File: config.mk
export PLATFORM = sky130hd
export DESIGN_NAME = serial_adder
export DESIGN_NICKNAME = d
export VERILOG_FILES = /design/src/rtl/serial_adder.sv
export SDC_FILE = /design/constraint.sdc
export NUM_CORES = 1
export LEC_CHECK = 0
export BUFFER_PORTS_ARGS = -buffer_cell sky130_fd_sc_hd__buf_4
export CAP_MARGIN = 20
export CELL_PAD_IN_SITES_DETAIL_PLACEMENT = 1
export CELL_PAD_IN_SITES_GLOBAL_PLACEMENT = 1
export CORE_ASPECT_RATIO = 1.75
export CORE_UTILIZATION = 30
export CTS_CLUSTER_DIAMETER = 30
export DETAILED_ROUTE_END_ITERATION = 6
export PLACE_DENSITY = 0.57
export RECOVER_POWER = 50
export SYNTH_ARGS = -nofsm -noshare
export SYNTH_HDL_FRONTEND = slang
export SYNTH_SLANG_ARGS = --single-unit
export TNS_END_PERCENT = 50
File: constraint.sdc
create_clock -name clk -period 1.6 [get_ports clk]
set_input_delay 0.16 -clock clk [delete_from_list [all_inputs] [get_ports clk]]
set_output_delay 0.16 -clock clk [all_outputs]
set_load 0.01 [all_outputs]
File: src/rtl/serial_adder.sv
// serial_adder: bit-serial adder/subtractor. A single full-adder cell and a
// carry flip-flop process one operand bit per clock, LSB first. Results are
// registered at completion and announced with a one-cycle done strobe.
module serial_adder #(
    parameter int WIDTH = 8
) (
    input  logic             clk,
    input  logic             rst,
    input  logic             start,
    input  logic [WIDTH-1:0] a,
    input  logic [WIDTH-1:0] b,
    input  logic             cin,
    input  logic             sub,
    output logic             busy,
    output logic             done,
    output logic [WIDTH-1:0] sum,
    output logic             carry,
    output logic             overflow
);

    localparam int CNT_W = $clog2(WIDTH + 1);

    typedef enum logic [1:0] {
        IDLE = 2'd0,
        RUN  = 2'd1,
        DONE = 2'd2
    } state_t;

    state_t           state_q;
    logic [WIDTH-1:0] a_q;
    logic [WIDTH-1:0] b_q;
    logic [WIDTH-1:0] sum_sh_q;
    logic             c_q;
    logic [CNT_W-1:0] cnt_q;
    logic [WIDTH-1:0] sum_q;
    logic             carry_q;
    logic             ovf_q;
    logic             busy_q;
    logic             done_q;

    // Full-adder cell on the current operand LSBs and the carry flip-flop.
    logic             fa_sum_d;
    logic             fa_cout_d;
    logic [WIDTH-1:0] sum_sh_d;
    logic             last_bit_d;

    assign fa_sum_d   = a_q[0] ^ b_q[0] ^ c_q;
    assign fa_cout_d  = (a_q[0] & b_q[0]) | (c_q & (a_q[0] ^ b_q[0]));
    // New sum bit enters at the MSB; after WIDTH shifts bit 0 is the LSB.
    // Written as a wide shift so it stays legal for WIDTH = 1.
    assign sum_sh_d   = WIDTH'({fa_sum_d, sum_sh_q} >> 1);
    assign last_bit_d = (cnt_q == CNT_W'(WIDTH - 1));

    // Control FSM plus datapath registers; all outputs come straight from flops.
    always_ff @(posedge clk) begin
        if (rst) begin
            state_q  <= IDLE;
            a_q      <= '0;
            b_q      <= '0;
            sum_sh_q <= '0;
            c_q      <= 1'b0;
            cnt_q    <= '0;
            sum_q    <= '0;
            carry_q  <= 1'b0;
            ovf_q    <= 1'b0;
            busy_q   <= 1'b0;
            done_q   <= 1'b0;
        end else begin
            case (state_q)
                IDLE, DONE: begin
                    done_q <= 1'b0;
                    if (start) begin
                        // Subtraction is a + ~b + 1: invert b, force carry-in.
                        a_q      <= a;
                        b_q      <= sub ? ~b : b;
                        c_q      <= sub ? 1'b1 : cin;
                        sum_sh_q <= '0;
                        cnt_q    <= '0;
                        busy_q   <= 1'b1;
                        state_q  <= RUN;
                    end else begin
                        busy_q  <= 1'b0;
                        state_q <= IDLE;
                    end
                end
                RUN: begin
                    a_q      <= a_q >> 1;
                    b_q      <= b_q >> 1;
                    c_q      <= fa_cout_d;
                    sum_sh_q <= sum_sh_d;
                    cnt_q    <= cnt_q + 1'b1;
                    if (last_bit_d) begin
                        // On the MSB, c_q is the carry into the MSB, so the
                        // signed overflow is simply c_q XOR the final carry.
                        sum_q   <= sum_sh_d;
                        carry_q <= fa_cout_d;
                        ovf_q   <= c_q ^ fa_cout_d;
                        busy_q  <= 1'b0;
                        done_q  <= 1'b1;
                        state_q <= DONE;
                    end
                end
                default: begin
                    busy_q  <= 1'b0;
                    done_q  <= 1'b0;
                    state_q <= IDLE;
                end
            endcase
        end
    end

    assign busy     = busy_q;
    assign done     = done_q;
    assign sum      = sum_q;
    assign carry    = carry_q;
    assign overflow = ovf_q;

endmodule

; ---- Word-level counts from Yosys, hierarchy flattened
; Cells that the tools add are included.
[word_totals]
register_bits = 43
latchBits = 0
ramBits = 0
romBits = 0
input_bits = 21
output_inout_bits = 12
elab_cells = 49
memories = 0
[classes]
n_addsub = 1
multipliers = 0
div = 0
magnitude_cmp = 0
eq_ne = 5
n_shift = 0
n_mux = 18
bitwise_logic = 8
reduce_logical = 6
[op_table]
columns = operator, n
row1 = case mux 8 bit (2 select lines), 3
row2 = 2-to-1 mux 8 bit, 4
row3 = NOT 8 bit, 1
row4 = case mux 4 bit (2 select lines), 1
row5 = 2-to-1 mux 1 bit, 5
row6 = adder 4 x 1 -> 4 bit (second input constant), 1
row7 = equality test 4 x 3 -> 1 bit (second input constant), 1
row8 = 2-to-1 mux 4 bit, 1
row9 = != test 2 bit (second input constant), 2
row10 = case mux 1 bit (2 select lines), 2
row11 = case mux 2 bit (2 select lines), 1
row12 = AND reduction 2 bit, 2
row13 = OR reduction 2 bit, 2
row14 = XOR 1 bit, 3
row15 = bitwise AND 1 bit, 2
row16 = equality test 2 x 1 -> 1 bit (second input constant), 1
row17 = equality test 2 bit (second input constant), 1
row18 = logical NOT 2 bit, 1
row19 = 2-to-1 mux 2 bit, 1
row20 = nonzero test 2 bit, 1
row21 = NOT 1 bit, 1
row22 = bitwise OR 1 bit, 1

; ---- Depth between registers and ports, before layout
[depth]
ltp_word = 4
mapped_depth = 5
ltp_nobuf = 4

; ---- Worst setup path after synthesis
; Ideal clock, no wire load.
[synth_path]
kind = reg-to-reg
start = reg a_q[0]
end = reg ovf_q (netlist: overflow)
setup_time_ps = 91
t_arrival_ps = 1130
required_ps = 1509
setup_slack_ps = 380
path_stages_with_launch = 4
synth_period_minus_slack_ps = 1220
path_cell_list = dfxtp_1 fa_1 xnor2_1 a311oi_1
[synth_between]
elab_chain_cells = 4
[synth_lines]
columns = element, line
row1 = from (decl), 30  ; logic [WIDTH-1:0] a_q;
row2 = from (signal assigned), 87  ; a_q <= a_q >> 1;
row3 = XOR 1 bit, 48  ; assign fa_cout_d = (a_q[0] & b_q[0]) | (c_q & (a_q[0] ^ b_q[0]));
row4 = bitwise AND 1 bit, 48
row5 = bitwise OR 1 bit *, 48
row6 = via fa_cout_d, 43  ; logic fa_cout_d;
row7 = XOR 1 bit *, 97  ; ovf_q <= c_q ^ fa_cout_d;
row8 = to (signal assigned), 97
row9 = to (decl), 37  ; logic ovf_q;
; Mark *: on every way through the listed nets, which the timed path passes. The rest lies on a longest branch.
; A chain may end at the register's enable or synchronous reset.

; ---- Worst setup path in the final report
[layout_path]
start = reg state_q[0]
end = reg c_q
[layout_between]
elab_chain_cells = 4
[layout_lines]
columns = element, line
row1 = from (decl), 29  ; state_t state_q;
row2 = from (signal assigned), 57  ; state_q <= IDLE;
row3 = from (signal assigned), 80  ; state_q <= RUN;
row4 = from (signal assigned), 83  ; state_q <= IDLE;
row5 = equality test 2 bit or logical NOT 2 bit (tied branches), 69  ; case (state_q)
row6 = OR reduction 2 bit, 69
row7 = != test 2 bit (no source line) or nonzero test 2 bit (tied branches), --
row8 = AND reduction 2 bit (no source line), --
row9 = to (signal assigned), 76  ; c_q <= sub ? 1'b1 : cin;
row10 = to (signal assigned), 89  ; c_q <= fa_cout_d;
row11 = to (decl), 33  ; logic c_q;
; Parallel ways exist; a longest one is shown, timed or not.

==> flow_metrics.tcl <==
set metrics [dict create \
    core_area_mm2 0.00554 \
    clockRootBuffer "clkbuf_8" \
    clk_pin_slew_ns 0.07 \
    slew_headroom_pct 59.7 \
    grt_pass1_wl_mm 7.31 \
    yosysWarnings 0 \
    critical_path_required_ns 1.82 \
    cts_hold_buf 0 \
    vdd_drop_max_uv 343 \
    maxCapViolCount 0 \
    setup_tns_ns 0 \
    clk_latency_ns 0.29 \
    initial_core_util_pct 31.2 \
    grtUsageTotal_pct 16.0 \
    worst_pin_slew_ns 0.605 \
    die_w_um 59.4 \
    setup_viol 0 \
    antenna_left 0 \
    fmax_ghz 0.709 \
    wire_per_inst_um 14.6 \
    syn_avg_cell_area_um2 8.69 \
    dp_hpwl_mm 3.14 \
    place_ws_ns 0.131 \
    drt_first_pass_iters 4 \
    rsz0062_at_grt "no" \
    route.met3.wl_um 122 \
    final_core_util_pct 37.7 \
    leakage_nw 0.746 \
    clock_sinks 41 \
    vias_per_cell 5.01 \
    place_congestion 0.678 \
    synthFlopType "dfxtp_1" \
    grt_pass1_vias 1601 \
    synth_edf_count 0 \
    cts_tree "built" \
    critical_path_class "reg -> reg" \
    die_area_mm2 0.00608 \
    wl_met1_mm 1.81 \
    drc_errors 0 \
    p_total_mw 2.02 \
    tritoncts.num_buffers 5 \
    grt_overflow 0 \
    nNetsFinal 251 \
    grt_max_degree 43 \
    antenna_found_initial 0 \
    dr_wl_met2_mm 2.44 \
    netlist_instances 199 \
    power_density_mw_per_mm2 969 \
    htreeDepth 2 \
    row_count 36 \
    antenna_cells 0 \
    skew_ns 0.00299 \
    crit_path_start_kind "register" \
    ios 33 \
    synth_cell_types 28 \
    routed.top_layer "met4" \
    routed_wl_mm 4.45 \
    synthesis.nets 222 \
    synthArstFlopShare_pct 0 \
    seq_area_frac_synth_pct 47.5 \
    ctsLongestPathBuffers 2 \
    arrival_ns 1.63 \
    via_count 1523 \
    syn_area_mm2 0.00173 \
    area_growth_pct 20.8 \
    hold_violations 0 \
    dieHeight_um 102 \
    port_buffers 32 \
    synth_seq_cells 41 \
    finalWorstSetupSlack_ns 0.190 \
    min_period_ns 1.41 \
    first_iter_violations 32 \
    hold_path.class "in -> reg" \
    critPathMaxFanout 26 \
    endpoint_kind "register" \
    post-route-period-util_pct 88.2 \
    maxSlewViolCount 0 \
    status "completed" \
    drive_gt1_share_pct 16.7 \
]
[routing by layer]
metal,vias up,GRT usage (%)
met5,-,0
met4,0,7.14
met3,6,3.04
met2,25,29.4
met1,730,17.1
li1,762,-
[registers in the layout, summed over array words and instances (netlist names)]
| signal | flops |
|---|---|
| a_q | 8 |
| b_q | 8 |
| c_q | 1 |
| carry | 1 |
| cnt_q | 4 |
| done | 1 |
| overflow | 1 |
| state_q | 2 |
| sum | 8 |
| sum_sh_q | 7 |
[metrics by stage]
step / cells / hold WS [ns] / instance area, um2
after floorplan: 199 / 0.296 / 1730
after global placement: 295 / 0.410 / 2020
after detailed placement: 295 / 0.426 / 2020
after CTS: 302 / 0.113 / 2110
after global routing: 304 / 0.118 / 2090
final: 304 / 0.115 / 2090
[synth_stat cells, types with 2 or more instances]
cell type | count | area [um2]
nor3_1 | 2 | 10.0
a22oi_1 | 14 | 105
o21ai_1 | 2 | 10.0
buf_2 | 11 | 55.1
nand2_1 | 11 | 41.3
dfxtp_1 | 41 | 821
o21ai_0 | 8 | 40.0
nand3_1 | 35 | 175
nand2b_1 | 3 | 18.8
nor2_1 | 3 | 11.3
buf_4 | 3 | 22.5
xor2_1 | 8 | 70.1
a21oi_1 | 37 | 185
clkbuf_1 | 6 | 22.5
mux2_1 | 2 | 22.5
[worst max-delay path, cell delays in order (launching register included)]
cell	delay, ns
dfxtp_1	0.39
nand2b_1	0.12
clkbuf_2	0.49
nand3_1	0.15
a31oi_1	0.18
[final cells by class]
cell class | instances | area, um2
repair buffers | 43 | 288
fillers | 666 | 3450
well taps | 76 | 95.1
clock buffers | 7 | 86.3
flip-flops and latches | 41 | 821
multi-input cells | 137 | 798
[path summary, 6_finish.rpt]
| check | from | endpoint | slack (ns) | cells past startpoint |
|---|---|---|---|---|
| max | state_q[0]$_SDFFE_PP0P_ | c_q$_SDFFE_PP0P_ | 0.19 | 4 |
| min | a[7] | a_q[7]$_SDFFE_PP0P_ | 0.11 | 3 |
| max reg2reg | state_q[0]$_SDFFE_PP0P_ | c_q$_SDFFE_PP0P_ | 0.19 | 4 |
| min reg2reg | b_q[3]$_SDFFE_PP0P_ | b_q[3]$_SDFFE_PP0P_ | 0.47 | 2 |
[cell usage in the layout, fill, tap and decap left out, types with 2 or more instances in the layout]
master,instances
a21oi_1,37
a22oi_1,14
buf_4,29
clkbuf_1,13
clkbuf_8,6
dfxtp_1,41
mux2_1,2
nand2_1,11
nand2b_1,3
nand3_1,35
nor2_1,3
nor3_1,2
o21ai_0,8
o21ai_1,2
xor2_1,8
[power breakdown]
group	switching (mW)	internal [mW]
Clock	0.335	0.342
Sequential	0.0263	1.06
Combinational	0.152	0.108
[cell families after synthesis]
logic type,count (synthesis),share of synthesized area [%]
compound gates,64,21.0
xor+xnor,9,4.56
fa+ha+maj,2,1.88
buf+inv,21,6.44
flops,41,47.5
mux,2,1.30
simple gates,60,17.4
[repair_timing]
action,4_1_cts,5_1_grt
setup endpoints to repair,0,7
gates resized for setup,0,1
buffers inserted,0,2
endpoints found under the hold margin,0,0
Note: power is estimated with default switching activity, not from simulation.
